File: src/rtl/alu32_stage.sv
// Registered, handshaked ALU stage: single-cycle logic/arithmetic ops plus
// bit-serial shifts, with one held result per operation until writeback takes it.
module alu32_stage #(
   parameter int WIDTH = 32
) (
   input  logic             clk,
   input  logic             rst_n,
   input  logic             in_valid,
   output logic             in_ready,
   input  logic [WIDTH-1:0] a,
   input  logic [WIDTH-1:0] b,
   input  logic [2:0]       op,
   output logic             out_valid,
   input  logic             out_ready,
   output logic [WIDTH-1:0] result,
   output logic             zero,
   output logic             overflow,
   output logic [1:0]       o_dbg_state
);

   localparam int SW = $clog2(WIDTH);
   localparam logic [SW-1:0] CNT_ZERO = '0;
   localparam logic [SW-1:0] CNT_ONE  = SW'(1);

   localparam logic [2:0] OP_AND = 3'b000;
   localparam logic [2:0] OP_OR  = 3'b001;
   localparam logic [2:0] OP_ADD = 3'b010;
   localparam logic [2:0] OP_SUB = 3'b110;
   localparam logic [2:0] OP_SLT = 3'b111;
   localparam logic [2:0] OP_SLL = 3'b100;
   localparam logic [2:0] OP_SRL = 3'b101;

   typedef enum logic [1:0] {
      S_IDLE  = 2'd0,
      S_SHIFT = 2'd1,
      S_DONE  = 2'd2
   } state_t;

   state_t           r_state;
   logic [WIDTH-1:0] r_result;
   logic             r_zero;
   logic             r_overflow;
   logic [WIDTH-1:0] r_acc;
   logic [SW-1:0]    r_cnt;
   logic [2:0]       r_op;

   logic [WIDTH-1:0] w_sum;
   logic [WIDTH-1:0] w_diff;
   logic             w_slt;
   logic [SW-1:0]    w_shamt;
   logic             w_is_shift;
   logic [WIDTH-1:0] w_alu_res;
   logic             w_alu_ovf;
   logic [WIDTH-1:0] w_acc_next;

   // Handshake: a transfer happens on any rising edge where valid && ready.
   // in_ready is high only in IDLE; out_valid is high only in DONE.
   assign in_ready    = (r_state == S_IDLE);
   assign out_valid   = (r_state == S_DONE);
   assign result      = r_result;
   assign zero        = r_zero;
   assign overflow    = r_overflow;
   assign o_dbg_state = r_state;

   assign w_sum      = a + b;
   assign w_diff     = a - b;
   assign w_slt      = ($signed(a) < $signed(b));
   assign w_shamt    = b[SW-1:0];
   assign w_is_shift = (op == OP_SLL) || (op == OP_SRL);
   assign w_acc_next = (r_op == OP_SLL) ? (r_acc << 1) : (r_acc >> 1);

   always_comb begin
      w_alu_res = '0;
      w_alu_ovf = 1'b0;
      case (op)
         OP_AND: w_alu_res = a & b;
         OP_OR:  w_alu_res = a | b;
         OP_ADD: begin
            w_alu_res = w_sum;
            w_alu_ovf = (a[WIDTH-1] == b[WIDTH-1]) && (w_sum[WIDTH-1] != a[WIDTH-1]);
         end
         OP_SUB: begin
            w_alu_res = w_diff;
            w_alu_ovf = (a[WIDTH-1] != b[WIDTH-1]) && (w_diff[WIDTH-1] != a[WIDTH-1]);
         end
         OP_SLT: w_alu_res = {{(WIDTH-1){1'b0}}, w_slt};
         default: w_alu_res = '0;
      endcase
   end

   always_ff @(posedge clk or negedge rst_n) begin
      if (!rst_n) begin
         r_state    <= S_IDLE;
         r_result   <= '0;
         r_zero     <= 1'b0;
         r_overflow <= 1'b0;
         r_acc      <= '0;
         r_cnt      <= '0;
         r_op       <= '0;
      end else begin
         case (r_state)
            S_IDLE: begin
               if (in_valid) begin
                  r_op <= op;
                  if (w_is_shift) begin
                     if (w_shamt == CNT_ZERO) begin
                        r_result   <= a;
                        r_zero     <= (a == '0);
                        r_overflow <= 1'b0;
                        r_state    <= S_DONE;
                     end else begin
                        r_acc   <= a;
                        r_cnt   <= w_shamt;
                        r_state <= S_SHIFT;
                     end
                  end else begin
                     r_result   <= w_alu_res;
                     r_zero     <= (w_alu_res == '0);
                     r_overflow <= w_alu_ovf;
                     r_state    <= S_DONE;
                  end
               end
            end
            S_SHIFT: begin
               r_acc <= w_acc_next;
               r_cnt <= r_cnt - CNT_ONE;
               // Last bit position: publish the final shifted value directly.
               if (r_cnt == CNT_ONE) begin
                  r_result   <= w_acc_next;
                  r_zero     <= (w_acc_next == '0);
                  r_overflow <= 1'b0;
                  r_state    <= S_DONE;
               end
            end
            S_DONE: begin
               if (out_ready) r_state <= S_IDLE;
            end
            default: r_state <= S_IDLE;
         endcase
      end
   end

endmodule

File: config.mk
export PLATFORM = sky130hd
export DESIGN_NAME = alu32_stage
export DESIGN_NICKNAME = d
export VERILOG_FILES = /design/src/rtl/alu32_stage.sv
export SDC_FILE = /design/constraint.sdc
export NUM_CORES = 1
export LEC_CHECK = 0
export CELL_PAD_IN_SITES_DETAIL_PLACEMENT = 1
export CELL_PAD_IN_SITES_GLOBAL_PLACEMENT = 2
export CORE_ASPECT_RATIO = 1.5
export CORE_MARGIN = 3
export CORE_UTILIZATION = 30
export DETAILED_ROUTE_END_ITERATION = 16
export PLACE_DENSITY = 0.85
export SETUP_SLACK_MARGIN = 0.05
export SYNTH_ARGS = -nofsm -noshare
export SYNTH_HDL_FRONTEND = slang
export SYNTH_SLANG_ARGS = --single-unit
File: constraint.sdc
create_clock -name clk -period 2.8 [get_ports clk]
set_input_delay 0.7 -clock clk [delete_from_list [all_inputs] [get_ports clk]]
set_output_delay 0.7 -clock clk [all_outputs]
set_load 0.02 [all_outputs]
==> flow_results.xml <==
<?xml version="1.0" encoding="UTF-8"?>
<metrics>
  <group name="clock_network">
    <metric name="cts_inserted_buffers" unit="">9</metric>
    <metric name="post_cts_hold_buffer_count" unit="">0</metric>
    <metric name="clock-root-buffer" unit="">sky130_fd_sc_hd__clkbuf_16</metric>
    <metric name="clock_tree.htree_level_count" unit="">3</metric>
    <metric name="cts_tree" unit="">done</metric>
    <metric name="clk_transition_reported_paths" unit="ns">0.06</metric>
    <metric name="clock-sinks" unit="">76</metric>
    <metric name="worst_skew_late_latency" unit="ns">0.36</metric>
    <metric name="cts-root-to-sink-buffers" unit="">2</metric>
  </group>
  <group name="outcome">
    <metric name="failed_checks" unit="">negative setup slack</metric>
    <metric name="outcome" unit="">complete, but fails checks</metric>
  </group>
  <group name="floorplanning">
    <metric name="rows" unit="">79</metric>
    <metric name="core_area" unit="um^2">31240</metric>
    <metric name="design.portCount" unit="">109</metric>
    <metric name="initial_utilization" unit="%">30.67</metric>
    <metric name="die_area" unit="um^2">34160</metric>
    <metric name="chipWidth" unit="um">151.9</metric>
    <metric name="die_h" unit="um">224.9</metric>
  </group>
  <group name="drt">
    <metric name="detail_route.iter0.violations" unit="">1680</metric>
    <metric name="wirelength" unit="um">68770</metric>
    <metric name="drt_first_pass_iters" unit="">8</metric>
    <metric name="via_count" unit="">14460</metric>
    <metric name="route.detailed.vias_per_inst" unit="">6.445</metric>
    <metric name="avgRoutedWirePerCell" unit="um">30.65</metric>
    <metric name="post-route-drc-count" unit="">0</metric>
    <metric name="drt.antenna.violating_nets" unit="">0</metric>
  </group>
  <group name="placement">
    <metric name="routabilityCongestion" unit="">0.9762</metric>
    <metric name="post-place-cells" unit="">2175</metric>
    <metric name="place_hpwl" unit="um">39150</metric>
    <metric name="port_buffers" unit="">108</metric>
  </group>
  <group name="yosys">
    <metric name="synth_cell_types" unit="">87</metric>
    <metric name="basic_gate_share_of_the_synthesized_area_counting_and_or_nand_and_nor_cells" unit="%">22.65</metric>
    <metric name="synth-compound-area-share" unit="%">29.16</metric>
    <metric name="synth_area_per_cell" unit="um^2">7.286</metric>
    <metric name="synth_seq_cells" unit="">76</metric>
    <metric name="synthFlopType" unit="">sky130_fd_sc_hd__dfrtp_1</metric>
    <metric name="number_of_synthesized_flops_with_an_enable_pin" unit="">0</metric>
    <metric name="synth.area.mux_share" unit="%">4.049</metric>
    <metric name="synth_cells" unit="">1315</metric>
    <metric name="synth_sequential_area_ratio" unit="%">19.85</metric>
    <metric name="post_syn_area" unit="um^2">9580</metric>
    <metric name="synth_top_family_by_area" unit="">compound AO/OA/AOI/OAI gates</metric>
    <metric name="synth_fp_nets" unit="">1489</metric>
    <metric name="post_synth_fa_ha_maj_area_fraction" unit="%">13.61</metric>
    <metric name="post_synth_xor_area_fraction" unit="%">1.920</metric>
    <metric name="yosys_warnings" unit="">0</metric>
    <metric name="asyncSetResetFlopFracSynth" unit="%">100.0</metric>
  </group>
  <group name="critical_path">
    <metric name="rr_endpoint" unit="">zero</metric>
    <metric name="launch_instance_of_the_worst_register_to_register_path" unit="">r_acc[10]</metric>
    <metric name="crit_required" unit="ns">3.06</metric>
    <metric name="path_class" unit="">input port to register</metric>
    <metric name="worstPathMaxFanout" unit="">3</metric>
    <metric name="critical_path_arrival" unit="ns">4.87</metric>
    <metric name="crit_path_end_kind" unit="">register</metric>
    <metric name="setup.reg_to_reg.worst_slack" unit="ns">-1.09</metric>
    <metric name="worst_path_cell_chain" unit="">buf_8, ha_4, inv_2, fa_2, and2b_2, o2111ai_4, a2111oi_4, buf_4, o31ai_4, o41a_1, o2111a_1, nor3_4, nand4_1, or4_4, or4_1, o41ai_2</metric>
    <metric name="r2r_cells" unit="">13</metric>
    <metric name="crit_slowest_cell" unit="">sky130_fd_sc_hd__or4_4</metric>
    <metric name="timing.critical_path.slowest_cell_delay" unit="ns">0.56</metric>
    <metric name="timing.critical_path.from_type" unit="">input port</metric>
  </group>
  <group name="timing">
    <metric name="fin_ws" unit="ns">-1.809</metric>
    <metric name="hold_violations" unit="">0</metric>
    <metric name="setup_violations" unit="">30</metric>
    <metric name="fin_setup_tns" unit="ns">-26.83</metric>
    <metric name="post_route_clock_period_utilization" unit="%">164.6</metric>
    <metric name="final.setup_skew" unit="ns">0.007478</metric>
    <metric name="drv_slew" unit="">0</metric>
    <metric name="slew_headroom" unit="%">23.10</metric>
    <metric name="setup_repair_after_global_routing_missed_its_margin" unit="">true</metric>
    <metric name="fmaxAchievable" unit="MHz">216.9</metric>
    <metric name="timing.final.crit_period" unit="ns">4.609</metric>
    <metric name="worstMarginPinSlew" unit="ns">1.143</metric>
  </group>
  <group name="job">
    <metric name="maxCapViolations" unit="">0</metric>
  </group>
  <group name="pwr">
    <metric name="power_per_cell_area" unit="nW/um^2">613.9</metric>
    <metric name="reported_leakage_power" unit="nW">7.611</metric>
    <metric name="worst_ir_drop_vdd" unit="mV">0.3569</metric>
  </group>
  <group name="final_layout">
    <metric name="syn2layout_area_growth" unit="%">74.17</metric>
    <metric name="final_core_area_utilization" unit="%">53.42</metric>
    <metric name="final_cells" unit="">2244</metric>
    <metric name="drive_above_1_share" unit="%">45.51</metric>
    <metric name="fin_nets" unit="">2008</metric>
    <metric name="diodes" unit="">0</metric>
  </group>
  <group name="grt">
    <metric name="gr-usage-all-layers" unit="%">31.67</metric>
    <metric name="globalRouteOverflowTotal" unit="">0</metric>
    <metric name="antenna_found_initial" unit="">0</metric>
    <metric name="number_of_global_route_vias_before_repair" unit="">14750</metric>
    <metric name="grt_start_max_net_pins" unit="">86</metric>
    <metric name="grt_pass1_wl" unit="um">85300</metric>
  </group>
  <group name="worst_hold_path">
    <metric name="hp-class" unit="">input port to asynchronous set/reset pin</metric>
  </group>
</metrics>
sequential cells by signal, summed over array words and instances (netlist names):
register / count
overflow: 1
r_op: 3
o_dbg_state: 2
zero: 1
r_acc: 32
r_cnt: 5
result: 32
cell usage in the layout, fill, tap and decap left out, drive strengths merged, types with 16 or more instances in the layout:
cell / n
a211oi: 29
o21ai: 78
nor2: 108
ha: 101
clkbuf: 20
nor4: 25
o211ai: 17
mux2i: 32
nand4: 18
clkdlybuf4s50: 57
buf: 504
and3: 33
a21oi: 94
nand2: 177
dfrtp: 76
nor3: 19
xnor2: 16
nand3: 23
o31ai: 47
inv: 127
worst max-delay path by stage:
stage | from | cells after the start | end
2_1_floorplan | b[1] | 13 | zero
3_3_place_gp | a[0] | 16 | zero
3_5_place_dp | b[0] | 16 | zero
4_1_cts | b[1] | 16 | zero
5_1_grt | b[1] | 18 | zero
6_report | a[0] | 16 | zero
Yosys cell counts, types with 9 or more instances:
cell / count / area, um^2
sky130_fd_sc_hd__nor2_1: 108 / 405.4
sky130_fd_sc_hd__inv_1: 128 / 480.5
sky130_fd_sc_hd__a21oi_1: 92 / 460.4
sky130_fd_sc_hd__xnor2_1: 16 / 140.1
sky130_fd_sc_hd__o21a_1: 9 / 67.56
sky130_fd_sc_hd__a21o_1: 15 / 112.6
sky130_fd_sc_hd__nand4_1: 17 / 106.4
sky130_fd_sc_hd__o211ai_1: 14 / 105.1
sky130_fd_sc_hd__o31ai_1: 46 / 345.3
sky130_fd_sc_hd__nor4_1: 25 / 156.4
sky130_fd_sc_hd__dfrtp_1: 76 / 1902
sky130_fd_sc_hd__a22oi_1: 9 / 67.56
sky130_fd_sc_hd__nand2b_1: 13 / 81.33
sky130_fd_sc_hd__nand2_1: 177 / 664.4
sky130_fd_sc_hd__ha_1: 101 / 1264
sky130_fd_sc_hd__nor2b_1: 15 / 93.84
sky130_fd_sc_hd__clkbuf_1: 66 / 247.7
sky130_fd_sc_hd__buf_2: 14 / 70.07
sky130_fd_sc_hd__and3_1: 33 / 206.5
sky130_fd_sc_hd__o21ai_0: 71 / 355.3
sky130_fd_sc_hd__a31oi_1: 15 / 93.84
sky130_fd_sc_hd__mux2i_1: 32 / 320.3
sky130_fd_sc_hd__a211oi_1: 26 / 195.2
sky130_fd_sc_hd__nor3_1: 16 / 80.08
sky130_fd_sc_hd__nand3_1: 23 / 115.1
sky130_fd_sc_hd__o21bai_1: 9 / 67.56
worst max-delay path: cells and delay by family:
kind	cells	cell delay [ns]
buf+inv	3	0.35
simple gates	5	1.78
compound gates	6	1.51
fa+ha+maj	2	0.50
power breakdown:
part	total, W	internal (W)	switching (W)
logic	0.00700	0.00300	0.00400
registers	0.00202	0.00162	0.000403
clock network	0.00122	0.000713	0.000507
total	0.0102	0.00533	0.00491
layout make-up:
class,instances,area [um^2]
fillers,3723,14550
multi-input cells,1025,8606
repair buffers,593,4866
flip-flops and latches,76,1902
well taps,405,506.7
inverters,129,503.0
clock buffers,10,239.0
clock inverters,6,63.81
logic make-up (layout without fill, tap and decap cells):
| logic type | count (synthesis) | after routing |
|---|---|---|
| AO/OA/AOI/OAI | 403 | 403 |
| flip-flops | 76 | 76 |
| AND/OR/NAND/NOR | 460 | 460 |
| adder cells (fa/ha/maj) | 103 | 103 |
| multiplexers | 38 | 38 |
| XOR/XNOR | 21 | 21 |
| buffers and inverters | 214 | 738 |
layer usage:
layer  up-vias  GRT usage (%)  share of wire [%]
met5         -              0                  0
met4         0          28.85                 12
met3       583          5.736                 10
met2      1249          54.12                 45
met1      6911          32.93                 33
li1       5719              -                  -
what timing repair did:
action	4_1_cts	5_1_grt
setup endpoints to repair	33	31
buffers inserted	47	32
pin swaps	111	96
resized for setup	410	139
per-stage QoR:
| stage | hold WS [ns] | area [um^2] | worst slack, ns | total power (W) |
|---|---|---|---|---|
| final | 0.3175 | 16690 | -1.809 | 0.01024 |
| after global placement | 0.4593 | 14230 | -2.156 | 0.007398 |
| after floorplan | 0.4044 | 9714 | -1.174 | 0.004656 |
| after global routing | 0.3484 | 16690 | -1.927 | 0.01060 |
| after detailed placement | 0.4697 | 14230 | -2.250 | 0.007600 |
| after CTS | 0.3383 | 16020 | -1.309 | 0.009346 |
(Power assumes the default switching activity.)
